<file path="config.mk">
export PLATFORM = sky130hd
export DESIGN_NAME = rram_pattern_gen
export DESIGN_NICKNAME = d
export VERILOG_FILES = /design/src/rtl/rram_pg_pkg.sv /design/src/rtl/rram_pg_addr_cnt.sv /design/src/rtl/rram_pattern_gen.sv
export SDC_FILE = /design/constraint.sdc
export NUM_CORES = 1
export LEC_CHECK = 0
export ABC_AREA = 1
export CAP_MARGIN = 20
export CELL_PAD_IN_SITES_DETAIL_PLACEMENT = 1
export CELL_PAD_IN_SITES_GLOBAL_PLACEMENT = 1
export CORE_AREA = 2 2 87 89
export DETAILED_ROUTE_END_ITERATION = 16
export DIE_AREA = 0 0 89 91
export GPL_TIMING_DRIVEN = 0
export PLACE_DENSITY = 0.8
export SLEW_MARGIN = 20
export SYNTH_ARGS = -nofsm -noshare
export SYNTH_HDL_FRONTEND = slang
export SYNTH_SLANG_ARGS = --single-unit
</file>
<file path="constraint.sdc">
create_clock -name clk -period 1.75 [get_ports clk]
set_clock_uncertainty 0.1 [all_clocks]
set_input_delay 0.35 -clock clk [delete_from_list [all_inputs] [get_ports clk]]
set_output_delay 0.35 -clock clk [all_outputs]
set_load 0.01 [all_outputs]
</file>
<file path="src/rtl/rram_pg_pkg.sv">
`default_nettype none
// ============================================================================
// Module      : rram_pg_pkg
// Description : Shared encodings for the RRAM pattern generator: FSM states,
//               sequence modes, data patterns and access phase.
// Revision    : 1.0  initial release
// ============================================================================
package rram_pg_pkg;

    // FSM state encoding. NEXT is a zero-cycle decision folded into the exit
    // of HOLD/SAMPLE/GAPW; it is encoded for documentation and never held.
    localparam logic [2:0] c_ST_IDLE   = 3'd0;
    localparam logic [2:0] c_ST_ISSUE  = 3'd1;
    localparam logic [2:0] c_ST_HOLD   = 3'd2;
    localparam logic [2:0] c_ST_WAIT   = 3'd3;
    localparam logic [2:0] c_ST_SAMPLE = 3'd4;
    localparam logic [2:0] c_ST_GAPW   = 3'd5;
    localparam logic [2:0] c_ST_NEXT   = 3'd6;
    localparam logic [2:0] c_ST_DONE   = 3'd7;

    // Sequence modes
    localparam logic [1:0] MODE_SINGLE = 2'd0;
    localparam logic [1:0] MODE_WSWEEP = 2'd1;
    localparam logic [1:0] MODE_RSWEEP = 2'd2;
    localparam logic [1:0] MODE_VERIFY = 2'd3;

    // Data patterns
    localparam logic [1:0] c_PAT_SOLID   = 2'd0;
    localparam logic [1:0] c_PAT_CHECKER = 2'd1;
    localparam logic [1:0] c_PAT_ADDRESS = 2'd2;
    localparam logic [1:0] c_PAT_INVERT  = 2'd3;

    // Access phase, encoded so it can drive RW directly
    localparam logic c_PH_WRITE = 1'b0;
    localparam logic c_PH_READ  = 1'b1;

endpackage : rram_pg_pkg
`default_nettype wire

</file>
<file path="src/rtl/rram_pg_addr_cnt.sv">
`default_nettype none
// ============================================================================
// Module      : rram_pg_addr_cnt
// Description : Row/column address counter for the pattern generator.
//               Y is the fast index; a Y wrap carries into X.
// Ports       : clk, rst       clock, asynchronous active-high reset
//               i_load         load (i_load_x, i_load_y); has priority
//               i_inc          advance to the next cell
//               o_x, o_y       current address
//               o_last         current cell is the last cell of the array
// Revision    : 1.0  initial release
// ============================================================================
module rram_pg_addr_cnt #(
    parameter int X_SIZE = 3,
    parameter int Y_SIZE = 4
) (
    input  logic              clk,
    input  logic              rst,
    input  logic              i_load,
    input  logic [X_SIZE-1:0] i_load_x,
    input  logic [Y_SIZE-1:0] i_load_y,
    input  logic              i_inc,
    output logic [X_SIZE-1:0] o_x,
    output logic [Y_SIZE-1:0] o_y,
    output logic              o_last
);

    logic [X_SIZE-1:0] r_x;
    logic [Y_SIZE-1:0] r_y;

    always_ff @(posedge clk or posedge rst) begin
        if (rst) begin
            r_x <= '0;
            r_y <= '0;
        end else if (i_load) begin
            r_x <= i_load_x;
            r_y <= i_load_y;
        end else if (i_inc) begin
            if (r_y == {Y_SIZE{1'b1}}) begin
                r_y <= '0;
                r_x <= r_x + 1'b1;
            end else begin
                r_y <= r_y + 1'b1;
            end
        end
    end

    assign o_x    = r_x;
    assign o_y    = r_y;
    assign o_last = (r_x == {X_SIZE{1'b1}}) && (r_y == {Y_SIZE{1'b1}});

endmodule : rram_pg_addr_cnt
`default_nettype wire

</file>
<file path="src/rtl/rram_pattern_gen.sv">
`default_nettype none
// ============================================================================
// Module      : rram_pattern_gen
// Description : Stimulus engine for the RRAM array controller. Generates
//               single accesses, full-array write / read sweeps and a
//               write-then-verify sweep, checking read data in verify mode.
// Ports       : clk, reset            clock, asynchronous active-high reset
//               start, mode, pattern, seed, single_x/y/rw  request interface
//               Z_RD                  read data from the controller
//               EN, RW, X/Y_ADDRESS_IN, Z_WR, Z_WR_OE  controller access port
//               busy, done            sequence status (done is a 1-cycle pulse)
//               rd_data               last sampled Z_RD
//               err_count, first_err_x/y  verify results
// Revision    : 1.0  initial release
// ============================================================================
module rram_pattern_gen
    import rram_pg_pkg::*;
#(
    parameter int B_SIZE    = 2,
    parameter int X_SIZE    = 3,
    parameter int Y_SIZE    = 4,
    parameter int READ_WAIT = 3,
    parameter int GAP       = 1,
    parameter int ERR_W     = X_SIZE + Y_SIZE + 1
) (
    input  logic              clk,
    input  logic              reset,
    input  logic              start,
    input  logic [1:0]        mode,
    input  logic [1:0]        pattern,
    input  logic [B_SIZE-1:0] seed,
    input  logic [X_SIZE-1:0] single_x,
    input  logic [Y_SIZE-1:0] single_y,
    input  logic              single_rw,
    input  logic [B_SIZE-1:0] Z_RD,
    output logic              EN,
    output logic              RW,
    output logic [X_SIZE-1:0] X_ADDRESS_IN,
    output logic [Y_SIZE-1:0] Y_ADDRESS_IN,
    output logic [B_SIZE-1:0] Z_WR,
    output logic              Z_WR_OE,
    output logic              busy,
    output logic              done,
    output logic [B_SIZE-1:0] rd_data,
    output logic [ERR_W-1:0]  err_count,
    output logic [X_SIZE-1:0] first_err_x,
    output logic [Y_SIZE-1:0] first_err_y
);

    // One down-counter-free cycle counter serves both WAIT and GAPW.
    localparam int c_MAXW  = (READ_WAIT > GAP) ? READ_WAIT : GAP;
    localparam int c_CNT_W = (c_MAXW > 1) ? $clog2(c_MAXW) : 1;
    localparam logic [c_CNT_W-1:0] c_WAIT_LAST = c_CNT_W'(READ_WAIT - 1);
    localparam logic [c_CNT_W-1:0] c_GAP_LAST  = c_CNT_W'((GAP > 0) ? GAP - 1 : 0);

    logic [2:0]         r_state;
    logic [c_CNT_W-1:0] r_cnt;
    logic               r_phase;
    logic [1:0]         r_mode;
    logic [1:0]         r_pattern;
    logic [B_SIZE-1:0]  r_seed;
    logic [B_SIZE-1:0]  r_rd_data;
    logic [ERR_W-1:0]   r_err_count;
    logic [X_SIZE-1:0]  r_first_x;
    logic [Y_SIZE-1:0]  r_first_y;

    logic [2:0]         w_state_nxt;
    logic [c_CNT_W-1:0] w_cnt_nxt;
    logic               w_phase_nxt;
    logic               w_advance;
    logic               w_load;
    logic [X_SIZE-1:0]  w_load_x;
    logic [Y_SIZE-1:0]  w_load_y;
    logic               w_inc;
    logic [X_SIZE-1:0]  w_x;
    logic [Y_SIZE-1:0]  w_y;
    logic               w_last;
    logic [B_SIZE-1:0]  w_expected;
    logic               w_wr_drive;
    logic               w_in_access;

    // Expected cell contents for a pattern at address (ax, ay).
    function automatic logic [B_SIZE-1:0] f_expected(
        input logic [1:0]        pat,
        input logic [B_SIZE-1:0] sd,
        input logic [X_SIZE-1:0] ax,
        input logic [Y_SIZE-1:0] ay
    );
        // Padding on the left zero-extends {x,y} when B_SIZE is wider.
        logic [B_SIZE+X_SIZE+Y_SIZE-1:0] v_addr;
        v_addr = {{B_SIZE{1'b0}}, ax, ay};
        case (pat)
            c_PAT_SOLID:   f_expected = sd;
            c_PAT_CHECKER: f_expected = (ax[0] ^ ay[0]) ? ~sd : sd;
            c_PAT_ADDRESS: f_expected = v_addr[B_SIZE-1:0];
            default:       f_expected = ~sd;
        endcase
    endfunction

    rram_pg_addr_cnt #(
        .X_SIZE (X_SIZE),
        .Y_SIZE (Y_SIZE)
    ) u_addr_cnt (
        .clk      (clk),
        .rst      (reset),
        .i_load   (w_load),
        .i_load_x (w_load_x),
        .i_load_y (w_load_y),
        .i_inc    (w_inc),
        .o_x      (w_x),
        .o_y      (w_y),
        .o_last   (w_last)
    );

    assign w_expected = f_expected(r_pattern, r_seed, w_x, w_y);

    always_comb begin
        w_state_nxt = r_state;
        w_cnt_nxt   = r_cnt;
        w_phase_nxt = r_phase;
        w_advance   = 1'b0;
        w_load      = 1'b0;
        w_load_x    = '0;
        w_load_y    = '0;
        w_inc       = 1'b0;

        case (r_state)
            c_ST_IDLE: begin
                if (start) begin
                    w_load = 1'b1;
                    if (mode == MODE_SINGLE) begin
                        w_load_x = single_x;
                        w_load_y = single_y;
                    end
                    w_phase_nxt = ((mode == MODE_RSWEEP) ||
                                   ((mode == MODE_SINGLE) && single_rw)) ? c_PH_READ : c_PH_WRITE;
                    w_state_nxt = c_ST_ISSUE;
                end
            end
            c_ST_ISSUE: begin
                w_state_nxt = c_ST_HOLD;
            end
            c_ST_HOLD: begin
                w_cnt_nxt = '0;
                if (r_phase == c_PH_READ) begin
                    w_state_nxt = c_ST_WAIT;
                end else if (GAP == 0) begin
                    w_advance = 1'b1;
                end else begin
                    w_state_nxt = c_ST_GAPW;
                end
            end
            c_ST_WAIT: begin
                if (r_cnt == c_WAIT_LAST) begin
                    w_state_nxt = c_ST_SAMPLE;
                end else begin
                    w_cnt_nxt = r_cnt + 1'b1;
                end
            end
            c_ST_SAMPLE: begin
                w_cnt_nxt = '0;
                if (GAP == 0) begin
                    w_advance = 1'b1;
                end else begin
                    w_state_nxt = c_ST_GAPW;
                end
            end
            c_ST_GAPW: begin
                if (r_cnt == c_GAP_LAST) begin
                    w_advance = 1'b1;
                end else begin
                    w_cnt_nxt = r_cnt + 1'b1;
                end
            end
            c_ST_DONE: begin
                w_state_nxt = c_ST_IDLE;
            end
            default: begin
                w_state_nxt = c_ST_IDLE;
            end
        endcase

        // NEXT decision: taken in the same cycle the current access ends.
        // The address is left untouched when the sequence finishes so the
        // last accessed cell stays visible on the address outputs.
        if (w_advance) begin
            if (r_mode == MODE_SINGLE) begin
                w_state_nxt = c_ST_DONE;
            end else if (!w_last) begin
                w_inc       = 1'b1;
                w_state_nxt = c_ST_ISSUE;
            end else if ((r_mode == MODE_VERIFY) && (r_phase == c_PH_WRITE)) begin
                w_load      = 1'b1;
                w_phase_nxt = c_PH_READ;
                w_state_nxt = c_ST_ISSUE;
            end else begin
                w_state_nxt = c_ST_DONE;
            end
        end
    end

    always_ff @(posedge clk or posedge reset) begin
        if (reset) begin
            r_state     <= c_ST_IDLE;
            r_cnt       <= '0;
            r_phase     <= c_PH_WRITE;
            r_mode      <= MODE_SINGLE;
            r_pattern   <= c_PAT_SOLID;
            r_seed      <= '0;
            r_rd_data   <= '0;
            r_err_count <= '0;
            r_first_x   <= '0;
            r_first_y   <= '0;
        end else begin
            r_state <= w_state_nxt;
            r_cnt   <= w_cnt_nxt;
            r_phase <= w_phase_nxt;

            if ((r_state == c_ST_IDLE) && start) begin
                r_mode      <= mode;
                r_pattern   <= pattern;
                r_seed      <= seed;
                r_err_count <= '0;
                r_first_x   <= '0;
                r_first_y   <= '0;
            end

            if (r_state == c_ST_SAMPLE) begin
                r_rd_data <= Z_RD;
                if ((r_mode == MODE_VERIFY) && (Z_RD != w_expected)) begin
                    if (r_err_count != {ERR_W{1'b1}}) begin
                        r_err_count <= r_err_count + 1'b1;
                    end
                    // A zero count means no mismatch has been seen yet.
                    if (r_err_count == '0) begin
                        r_first_x <= w_x;
                        r_first_y <= w_y;
                    end
                end
            end
        end
    end

    assign w_in_access = (r_state == c_ST_ISSUE) || (r_state == c_ST_HOLD) ||
                         (r_state == c_ST_WAIT)  || (r_state == c_ST_SAMPLE);
    assign w_wr_drive  = ((r_state == c_ST_ISSUE) || (r_state == c_ST_HOLD)) &&
                         (r_phase == c_PH_WRITE);

    assign EN           = (r_state == c_ST_ISSUE);
    assign RW           = w_in_access & r_phase;
    assign X_ADDRESS_IN = w_x;
    assign Y_ADDRESS_IN = w_y;
    assign Z_WR         = w_wr_drive ? w_expected : '0;
    assign Z_WR_OE      = w_wr_drive;
    assign busy         = (r_state != c_ST_IDLE);
    assign done         = (r_state == c_ST_DONE);
    assign rd_data      = r_rd_data;
    assign err_count    = r_err_count;
    assign first_err_x  = r_first_x;
    assign first_err_y  = r_first_y;

endmodule : rram_pattern_gen
`default_nettype wire

</file>
After elaboration in Yosys (flattened, before gate mapping)

Index checks and enable logic that the tools add are counted.

Bits in registers: 36
Input port bits: 19
ROM bits: 0
Output and inout port bits: 31
RAM bits: 0
Latch bits: 0
Memories kept: 0
Logic and storage cells: 120

Multipliers: 0
Div/mod/pow operators: 0
Bitwise gates (word level): 4
Add/sub/neg operators: 4
Reduce and logical (&&, ||, !) cells: 24
Equal/unequal tests: 20
Magnitude comparators: 0
Mux-type cells: 56
Shift operators: 0

Operators by type and width:

| kind                                                            | number |
|---|---|
| 3-bit two-way mux                                               | 17 |
| 4-bit two-way mux                                               | 10 |
| 8-bit two-way mux                                               | 4 |
| 1-bit two-way mux                                               | 18 |
| 3-bit one-hot mux with 6 select lines                           | 1 |
| 3-bit == test, second input constant                            | 4 |
| 2-bit one-hot mux with 3 select lines                           | 2 |
| 8-bit by 1-bit adder with 8-bit output, second input constant   | 1 |
| 2-bit == test, second input constant                            | 4 |
| 2-bit logical NOT                                               | 4 |
| 8-bit logical NOT                                               | 1 |
| 2-bit two-way mux                                               | 4 |
| 8-bit inequality test, second input constant                    | 1 |
| 3-bit by 2-bit == test with 1-bit output, second input constant | 2 |
| 1-bit logical AND                                               | 6 |
| 2-bit inequality test, second input constant                    | 3 |
| 3-bit inequality test, second input constant                    | 2 |
| 3-bit AND reduction                                             | 2 |
| 3-bit nonzero test                                              | 2 |
| 4-bit by 1-bit adder with 4-bit output, second input constant   | 1 |
| 4-bit == test, second input constant                            | 1 |
| 1-bit logical OR                                                | 4 |
| 2-bit nonzero test                                              | 2 |
| 3-bit by 1-bit adder with 3-bit output, second input constant   | 1 |
| 11 further kinds                                                | 11 |

Logic depth before layout (Yosys ltp)

Gate-level depths: netlist of run 1.

Depth after elaboration: 10
Depth in mapped cells: 14
Gate-level depth less buffers: 14

Hierarchy

From an unflattened synthesis of run 1, not the netlist that was laid out.

Cells, all modules: 335
Area, all modules: 2398.6 sq um

By module, submodules not included:

| module           | cells each | seq. area each (sq um) | area an instance (sq um) | times used |
|---|---|---|---|---|
| rram_pattern_gen | 277        | 725.7                  | 1930.6                   | 1 |
| rram_pg_addr_cnt | 58         | 175.2                  | 467.9                    | 1 |

Least setup slack after synthesis of run 1

No wires, ideal clock.

Path kind: register to output
From: register r_state[0]
To: output port Z_WR[0]
Cell stages (with the launch flop): 7
Path buffers: 0
Arrival time: 1.410 ns
Required time: 1.300 ns
Slack: -0.110 ns
Cell sequence: dfrtp_1 > inv_1 > nor3_1 > inv_1 > a21oi_1 > nand2_1 > inv_1

Word-level cells in the longest chain between the ends: 4
Elaborated cells on any way between the ends: 5
Classes of those cells: 2 x eq/ne; 1 x mux; 2 x reduce/logical

RTL lines:

| element                                  | line                    | RTL |
|---|---|---|
| start: declaration                       | rram_pattern_gen.sv:56  | `logic [2:0] r_state;` |
| start signal: assignment                 | rram_pattern_gen.sv:204 | `r_state <= c_ST_IDLE;` |
| start signal: assignment                 | rram_pattern_gen.sv:215 | `r_state <= w_state_nxt;` |
| 3-bit by 1-bit == test with 1-bit output | n/a                     |  |
| net EN                                   | rram_pattern_gen.sv:36  | `output logic EN,` |
| 1-bit logical OR                         | rram_pattern_gen.sv:246 | `assign w_wr_drive = ((r_state == c_ST_ISSUE) \|\| (r_state == c_ST_HOLD)) &&` |
| 1-bit logical AND                        | rram_pattern_gen.sv:246 |  |
| net Z_WR_OE                              | rram_pattern_gen.sv:41  | `output logic Z_WR_OE,` |
| 2-bit two-way mux                        | rram_pattern_gen.sv:253 | `assign Z_WR = w_wr_drive ? w_expected : '0;` |
| end: declaration                         | rram_pattern_gen.sv:40  | `output logic [B_SIZE-1:0] Z_WR,` |

The timed path passes the listed nets, and every way through them passes these cells.

Worst setup path in the final report of run 1

From: register u_addr_cnt.r_x[0], in the netlist u_addr_cnt.o_x[0]
To: output port Z_WR[1]

Word-level cells in the longest chain between the ends: 4

RTL lines:

| element                               | line                    | RTL |
|---|---|---|
| start: declaration                    | rram_pg_addr_cnt.sv:28  | `logic [X_SIZE-1:0] r_x;` |
| start signal: assignment              | rram_pg_addr_cnt.sv:36  | `r_x <= i_load_x;` |
| start signal: assignment              | rram_pg_addr_cnt.sv:41  | `r_x <= r_x + 1'b1;` |
| 1-bit bitwise XOR                     | rram_pattern_gen.sv:94  | `c_PAT_CHECKER: f_expected = (ax[0] ^ ay[0]) ? ~sd : sd;` |
| 2-bit two-way mux                     | rram_pattern_gen.sv:94  |  |
| 2-bit one-hot mux with 3 select lines | rram_pattern_gen.sv:92  | `case (pat)` |
| 2-bit two-way mux                     | rram_pattern_gen.sv:253 |  |

Every way passes these cells.

==> impl_results.md, run 1 <==
* Number of synthesized flops with an enable pin at 0
* Req. time, crit path at about 1.3 ns
* Max-slew violations at 0
* Share of the yosys chip area belonging to registers at 38.94%
* Async S/R FF share, synth at 100.0%
* Area Overhead vs Synth at 65.28%
* # diodes at 0
* DR iter-0 viols at 84
* Die area at 0.008099 mm2
* Critical Path, Cell by Cell: inv_2, nand2_4, nand2_2, nand2_2, nand3_2, nand4_1, nand2_1, inv_1, buf_6
* Root buffer cell: clkbuf_8
* Routed WL per cell at 17.05 um
* Area leader, netlist: dfrtp_1
* Initial antenna violation count at 0
* RSZ-0062 raised after global routing: yes
* Cells after synthesis at 301
* Met2 routed WL at 4572 um
* Pre-antenna DRT Iters at 4
* Synth top area share at 38.94%
* Layout cell share with drive strength beyond 1 at 42.54%
* M1 WL at 3446 um
* Hold WC Path Type: input pin to asynchronous set/reset pin
* Crit-path max FO at 3
* Startpoint Class: flop
* Via count at 2558
* Max Freq at 511.7 MHz
* First-pass GRT wire length at 12680 um
* FF+latch count, synth at 36
* Routability congestion estimate at 0.8238
* # setup viols final at 28
* Most frequent CP cell: nand2_2
* Final worst setup slack at -0.2041 ns
* Leak at 1.923 nW
* Maximum VDD drop at 693.5 uV
* Status: finished with violations
* Slew headroom at 68.67%
* Synth warn at 0
* DIE HEIGHT at 91 um
* Period utilisation layout at 111.7%
* Post-DP HPWL at between 4000 and 5000 um
* Mean Syn Cell Area at 7.686 um2
* Antenna viol nets, final at 0
* Post-synth top cells: nand2_1, inv_1, dfrtp_1, nor2_1
* Die X at 89 um
* Port Buf Inserts at 49
* Min Tclk post-route at ~2.0 ns
* Worst-Margin Slew at 0.4664 ns
* PwrDens at 1699 mW/mm2
* Critical path's slowest cell: dfrtp_1
* WHS at about 0.19 ns
* Violated checks: setup timing
* Synth Cell Area at 0.002313 mm2
* Top Layer Used: met4
* Final hold violations at 0
* Clock insertion delay at the later pin of the skew report at approximately 0.30 ns
* I/O pins at 50
* Global-route usage over all layers at between 10% and 20%
* Max_cap viols at 0
* Vias/cell at 5.035
* CTS tree: yes
* Vias in the first global route at 2669
* CP startpoint: u_addr_cnt.o_x[0]
* Starting Density at 32.42%
* Nets at 434
* Dpl cell area at 0.002955 mm2
* Top cells by area, synth: dfrtp_1, nand2_1, inv_1
* Fillers at 867
* Commonest register cell after synthesis: dfrtp_1
* Worst Setup Path Type: flop to output port
* CP endpoint kind: output port
* Clock Path Buffers at 2
* Syn Nets at 327
* Core Region at 0.007137 mm2
* Metal3 WL at 337 um
* FP Rows at 31
* Largest net degree at the start of global routing at 28
* Worst Path Arrival at 1.50 ns
* Worst R2R Start: r_state[1]
* Crit-path max cell delay at 0.44 ns
* WP buf/inv at 3
* Grt total ovfl at 0
* Residual DRC at 0
* CTS sink cnt at 36
* Total CTS buffers at 5
* H-tree Lvls at 2
* Drt total wl at roughly 8700 um
* Design area at 0.003824 mm2
* CTS clk-pin slew, worst paths at about 0.090 ns
* Synth unique cells at 37
* Critical path's top delay family: simple AND/OR/NAND/NOR gates
* Most frequent cell after synthesis: nand2_1
## sequential cells by signal (all words and copies together), names as in the netlist
name            cells
first_err_x         3
r_pattern           2
r_seed              2
u_addr_cnt.o_y      4
err_count           8
u_addr_cnt.o_x      3
first_err_y         4
r_phase             1
r_state             3
r_mode              2
rd_data             2
r_cnt               2
## placed cells by master (no fill, tap or decap), drive strengths merged, types with 5 or more instances in the layout
master / synthesis / layout
clkdlybuf4s50: 0 / 30
inv: 53 / 53
o21ai: 29 / 29
dlymetal6s2s: 0 / 9
a31oi: 5 / 5
clkbuf: 1 / 5
nand2: 85 / 85
ha: 7 / 7
nor2: 27 / 27
dfrtp: 36 / 36
buf: 2 / 60
a21oi: 5 / 5
nand3: 24 / 24
nand4: 8 / 8
## final timing paths
| kind | cells after the start | endpoint | slack, ns |
|---|---|---|---|
| max in group asynchronous | 3 | u_addr_cnt.o_y[1] | 0.91 |
| setup reg to reg | 13 | u_addr_cnt.o_y[1] | -0.15 |
| hold / removal | 2 | first_err_y[2] | 0.19 |
| min in group clk | 2 | rd_data[1] | 0.39 |
| setup / recovery | 9 | Z_WR[1] | -0.20 |
| hold reg to reg | 2 | rd_data[1] | 0.39 |
## report_power, final
| group | internal (W) | switching, W | leakage [nW] |
|---|---|---|---|
| logic | 0.00199 | 0.00231 | 1.44 |
| registers | 0.00118 | 0.000378 | 0.439 |
| clock network | 0.000282 | 0.000355 | 0.0404 |
| total | 0.00345 | 0.00304 | 1.92 |
## cell families after synthesis
family          after synthesis  share of synthesized area [%]
xor+xnor                      4                          1.515
fa+ha+maj                     7                          3.786
buf+inv                      57                          9.842
simple gates                151                          32.45
compound gates               46                          13.47
flops                        36                          38.94
## layer usage
layer / up-vias / global-route usage (%)
met5: - / 0
met4: 0 / 6.343
met3: 31 / 3.818
met2: 68 / 35.20
met1: 1273 / 23.44
li1: 1186 / -
## stage by stage
step                setup TNS [ns]  power [W]  std cells  utilization, %  setup slack, ns
floorplan                        0   0.003278        301               -         0.007609
global placement            -20.27   0.004231        449           41.13          -0.5394
detailed placement          -6.355   0.004359        450           41.41          -0.5376
CTS                         -2.356   0.005798        492           48.88          -0.1802
global route                -6.230   0.006960        508           53.58          -0.2985
finish                      -3.170   0.006498        508           53.58          -0.2041
## final cells by class
cell class                      count  area, um2  share of cell area, %
Buffer                              1      15.01                 0.3927
Clock buffer                        5      68.82                  1.800
Clock inverter                      3      23.77                 0.6217
Inverter                           54      226.5                  5.923
Multi-Input combinational cell    208       1464                  38.29
Sequential cell                    36      917.1                  23.99
Tap cell                           99      123.9                  3.240
Timing Repair Buffer              102      984.7                  25.75
## timing repair
| action | in CTS | in global routing |
|---|---|---|
| pin swaps | 21 | 22 |
| setup buffers | 33 | 19 |
| hold buffers | 0 | 0 |
| endpoints found under the setup margin | 40 | 48 |
| resized for setup | 83 | 67 |
| gates cloned | 1 | 0 |
(Power assumes the default switching activity.)
==> inputs of run 2 (changes only) <==
--- a/config.mk
+++ b/config.mk
@@ -14,6 +14,7 @@
 export DIE_AREA = 0 0 89 91
 export GPL_TIMING_DRIVEN = 0
 export PLACE_DENSITY = 0.8
+export SETUP_SLACK_MARGIN = 0.1
 export SLEW_MARGIN = 20
 export SYNTH_ARGS = -nofsm -noshare
 export SYNTH_HDL_FRONTEND = slang
==> impl_results.md, run 2 (synthesis gave the netlist of run 1 again) <==
* DIE HEIGHT at 91 um (unchanged)
* Hold WC Path Type: input pin to asynchronous set/reset pin (unchanged)
* Root buffer cell: clkbuf_8 (unchanged)
* First-pass GRT wire length at 13610 um (was 12680 um)
* Max Freq at 490.5 MHz (was 511.7 MHz)
* Max_cap viols at 0 (unchanged)
* Met3 usage at 4.364% (was 3.818%)
* Post-DP HPWL at 5012 um (was 4733 um)
* Residual DRC at 0 (unchanged)
* # diodes at 0 (unchanged)
* Vias/cell at 4.996 (was 5.035)
* Final hold violations at 0 (unchanged)
* Critical Path, Cell by Cell: buf_6, nor3_4, inv_2, a21oi_2, buf_4, nand2_2, inv_2, buf_6 (was inv_2, nand2_4, nand2_2, nand2_2, nand3_2, nand4_1, nand2_1, inv_1, buf_6)
* Violated checks: setup timing (unchanged)
* Cts hold-fix bufs at 0 (unchanged)
* R2R depth at 13 (unchanged)
* Die area at 0.008099 mm2 (unchanged)
* Startpoint Class: flop (unchanged)
* Slew headroom at 67.98% (was 68.67%)
* Area Overhead vs Synth at 70.15% (was 65.28%)
* CTS tree: yes (unchanged)
* Total CTS buffers at 5 (unchanged)
* Most used routing layer: met2 (unchanged)
* Most frequent cells in the layout: nand2_1, buf_4, inv_1, nand2_2, dfrtp_1 (was nand2_1, buf_4, inv_1, clkdlybuf4s50_1, dfrtp_1)
* RR Endpoint: u_addr_cnt.o_x[2] (was u_addr_cnt.o_y[1])
* RSZ-0062 raised after global routing: yes (unchanged)
* Met1 GRT Util at 25.33% (was 23.44%)
* Antenna viol nets, final at 0 (unchanged)
* Final core occ at 55.15% (was 53.58%)
* Max FFs per register at 8 (unchanged)
* Worst Path Arrival at 1.59 ns (was 1.50 ns)
* Clock insertion delay at the later pin of the skew report at 0.30 ns (about the same)
* Routability congestion estimate at 0.8493 (was 0.8238)
* Routed WL per cell at 17.75 um (was 17.05 um)
* I/O pins at 50 (unchanged)
* Initial antenna violation count at 0 (unchanged)
* Starting Density at 32.42% (unchanged)
* Req. time, crit path at 1.30 ns (about the same)
* Min Tclk post-route at 2.039 ns (was 1.954 ns)
* Via count at 2568 (was 2558)
* CP endpoint kind: output port (unchanged)
* Fillers at 877 (was 867)
* Crit-path max FO at 2 (was 3)
* Pre-antenna DRT Iters at 4 (unchanged)
* Port Buf Inserts at 49 (unchanged)
* Largest net degree at the start of global routing at 23 (was 28)
* Vias in the first global route at 2712 (was 2669)
* CTS clk-pin slew, worst paths at 0.08 ns (was 0.09 ns)
* Global-route usage over all layers at 21.68% (was 19.79%)
* H-tree Lvls at 2 (unchanged)
* Crit-path max cell delay at 0.40 ns (was 0.44 ns)
* Core Region at 0.007137 mm2 (unchanged)
* Die X at 89 um (unchanged)
* PwrDens at 1713 mW/mm2 (was 1699 mW/mm2)
* Final worst setup slack at -0.2887 ns (was -0.2041 ns)
* Max-slew violations at 0 (unchanged)
* Most common cell after layout, fill and taps aside: nand2_1 (unchanged)
* Layout cell share with drive strength beyond 1 at 47.23% (was 42.54%)
* Drt total wl at 9122 um (was 8660 um)
* Period utilisation layout at 116.5% (was 111.7%)
* Worst R2R Start: r_state[0] (was r_state[1])
* Status: finished with violations (unchanged)
* Leak at 1.980 nW (was 1.923 nW)
* R2R setup slack at -0.26 ns (was -0.15 ns)
* Worst Setup Path Type: flop to output port (unchanged)
* Worst-Margin Slew at 0.4768 ns (was 0.4664 ns)
* Critical path's slowest cell: dfrtp_1 (unchanged)
* GR Util met2 at 38.18% (was 35.20%)
* Clock Path Buffers at 2 (unchanged)
* Nets at 440 (was 434)
* Pre-CTS WS at -0.4475 ns (was -0.5376 ns)
* CTS sink cnt at 36 (unchanged)
* WP buf/inv at 5 (was 3)
* FP Rows at 31 (unchanged)
* Grt total ovfl at 0 (unchanged)
* DR iter-0 viols at 54 (was 84)
* # setup viols final at 31 (was 28)
* Critical path's top delay family: buffers and inverters (was simple AND/OR/NAND/NOR gates)
* Maximum VDD drop at 731.0 uV (was 693.5 uV)
## run 2: changes by cell type in the layout (fill, tap and decap cells not counted), sizes merged
cell           delta
buf               +6
clkbuf            +3
clkdlybuf4s15     -1
clkdlybuf4s50    -11
clkinv            +2
clkinvlp          -3
dlygate4sd2      +16
dlymetal6s2s      -6
## run 2: layout make-up
class                           instances  area, um2  area share (%)
Multi-Input combinational cell        208       1493           37.92
Timing Repair Buffer                  106       1035           26.29
Sequential cell                        36      914.6           23.24
Inverter                               54      222.7           5.658
Tap cell                               99      123.9           3.147
Clock buffer                            6      82.58           2.098
Buffer                                  3      55.05           1.399
Clock inverter                          2      10.01          0.2543
## run 2: layer usage
metal / part of all wire [%] / up-vias
met5: 0 / -
met4: 3.5 / 0
met3: 3.5 / 32
met2: 54 / 68
met1: 38 / 1269
li1: - / 1199
## run 2: stage by stage
stage               instance area [um2]  setup TNS [ns]  power (W)  instances  hold slack (ns)
finish                             3936          -4.045   0.006744        514           0.2484
global route                       3936          -6.628   0.007160        514           0.3094
CTS                                3704          -3.092   0.006057        507           0.2651
detailed placement                 3025          -5.103   0.004505        450           0.3875
global placement                   2998          -18.87   0.004350        449           0.3821
floorplan                          2384               0   0.003400        301           0.3667
## run 2: worst reg2reg max path, stage by stage (launching register included)
cell	delay [ns]
dfrtp_2	0.43
buf_4	0.16
nor2_4	0.12
inv_2	0.06
nor2_4	0.11
inv_2	0.07
nor2_4	0.16
inv_4	0.08
nand2_4	0.10
inv_6	0.05
o21ai_4	0.09
o21ai_4	0.14
nor2_2	0.17
a21oi_2	0.06
## run 2: repair_timing
action | in CTS | in global routing
pin swaps | 20 | 24
setup buffers | 47 | 9
gates resized for setup | 136 | 44
cloned | 2 | 0
endpoints found under the setup margin | 57 | 45
## run 2: worst max-delay path by stage
stage | from | slack [ns] | cells after the start | to
after floorplan | u_addr_cnt.o_y[1] | 0.08 | 10 | u_addr_cnt.o_x[0]
after global placement | reset | -0.53 | 2 | u_addr_cnt.o_y[1]
after detailed placement | r_state[2] | -0.45 | 6 | Z_WR[0]
after CTS | r_state[2] | -0.29 | 8 | Z_WR[0]
after global routing | r_state[1] | -0.37 | 8 | Z_WR[1]
final | r_state[1] | -0.29 | 8 | Z_WR[0]
## run 2: report_power, final
| part | total [W] | internal (W) | switching [W] |
|---|---|---|---|
| Combinational | 0.00456 | 0.00209 | 0.00247 |
| Sequential | 0.00153 | 0.00118 | 0.000356 |
| Clock | 0.000655 | 0.000315 | 0.000340 |
| Total | 0.00674 | 0.00358 | 0.00316 |
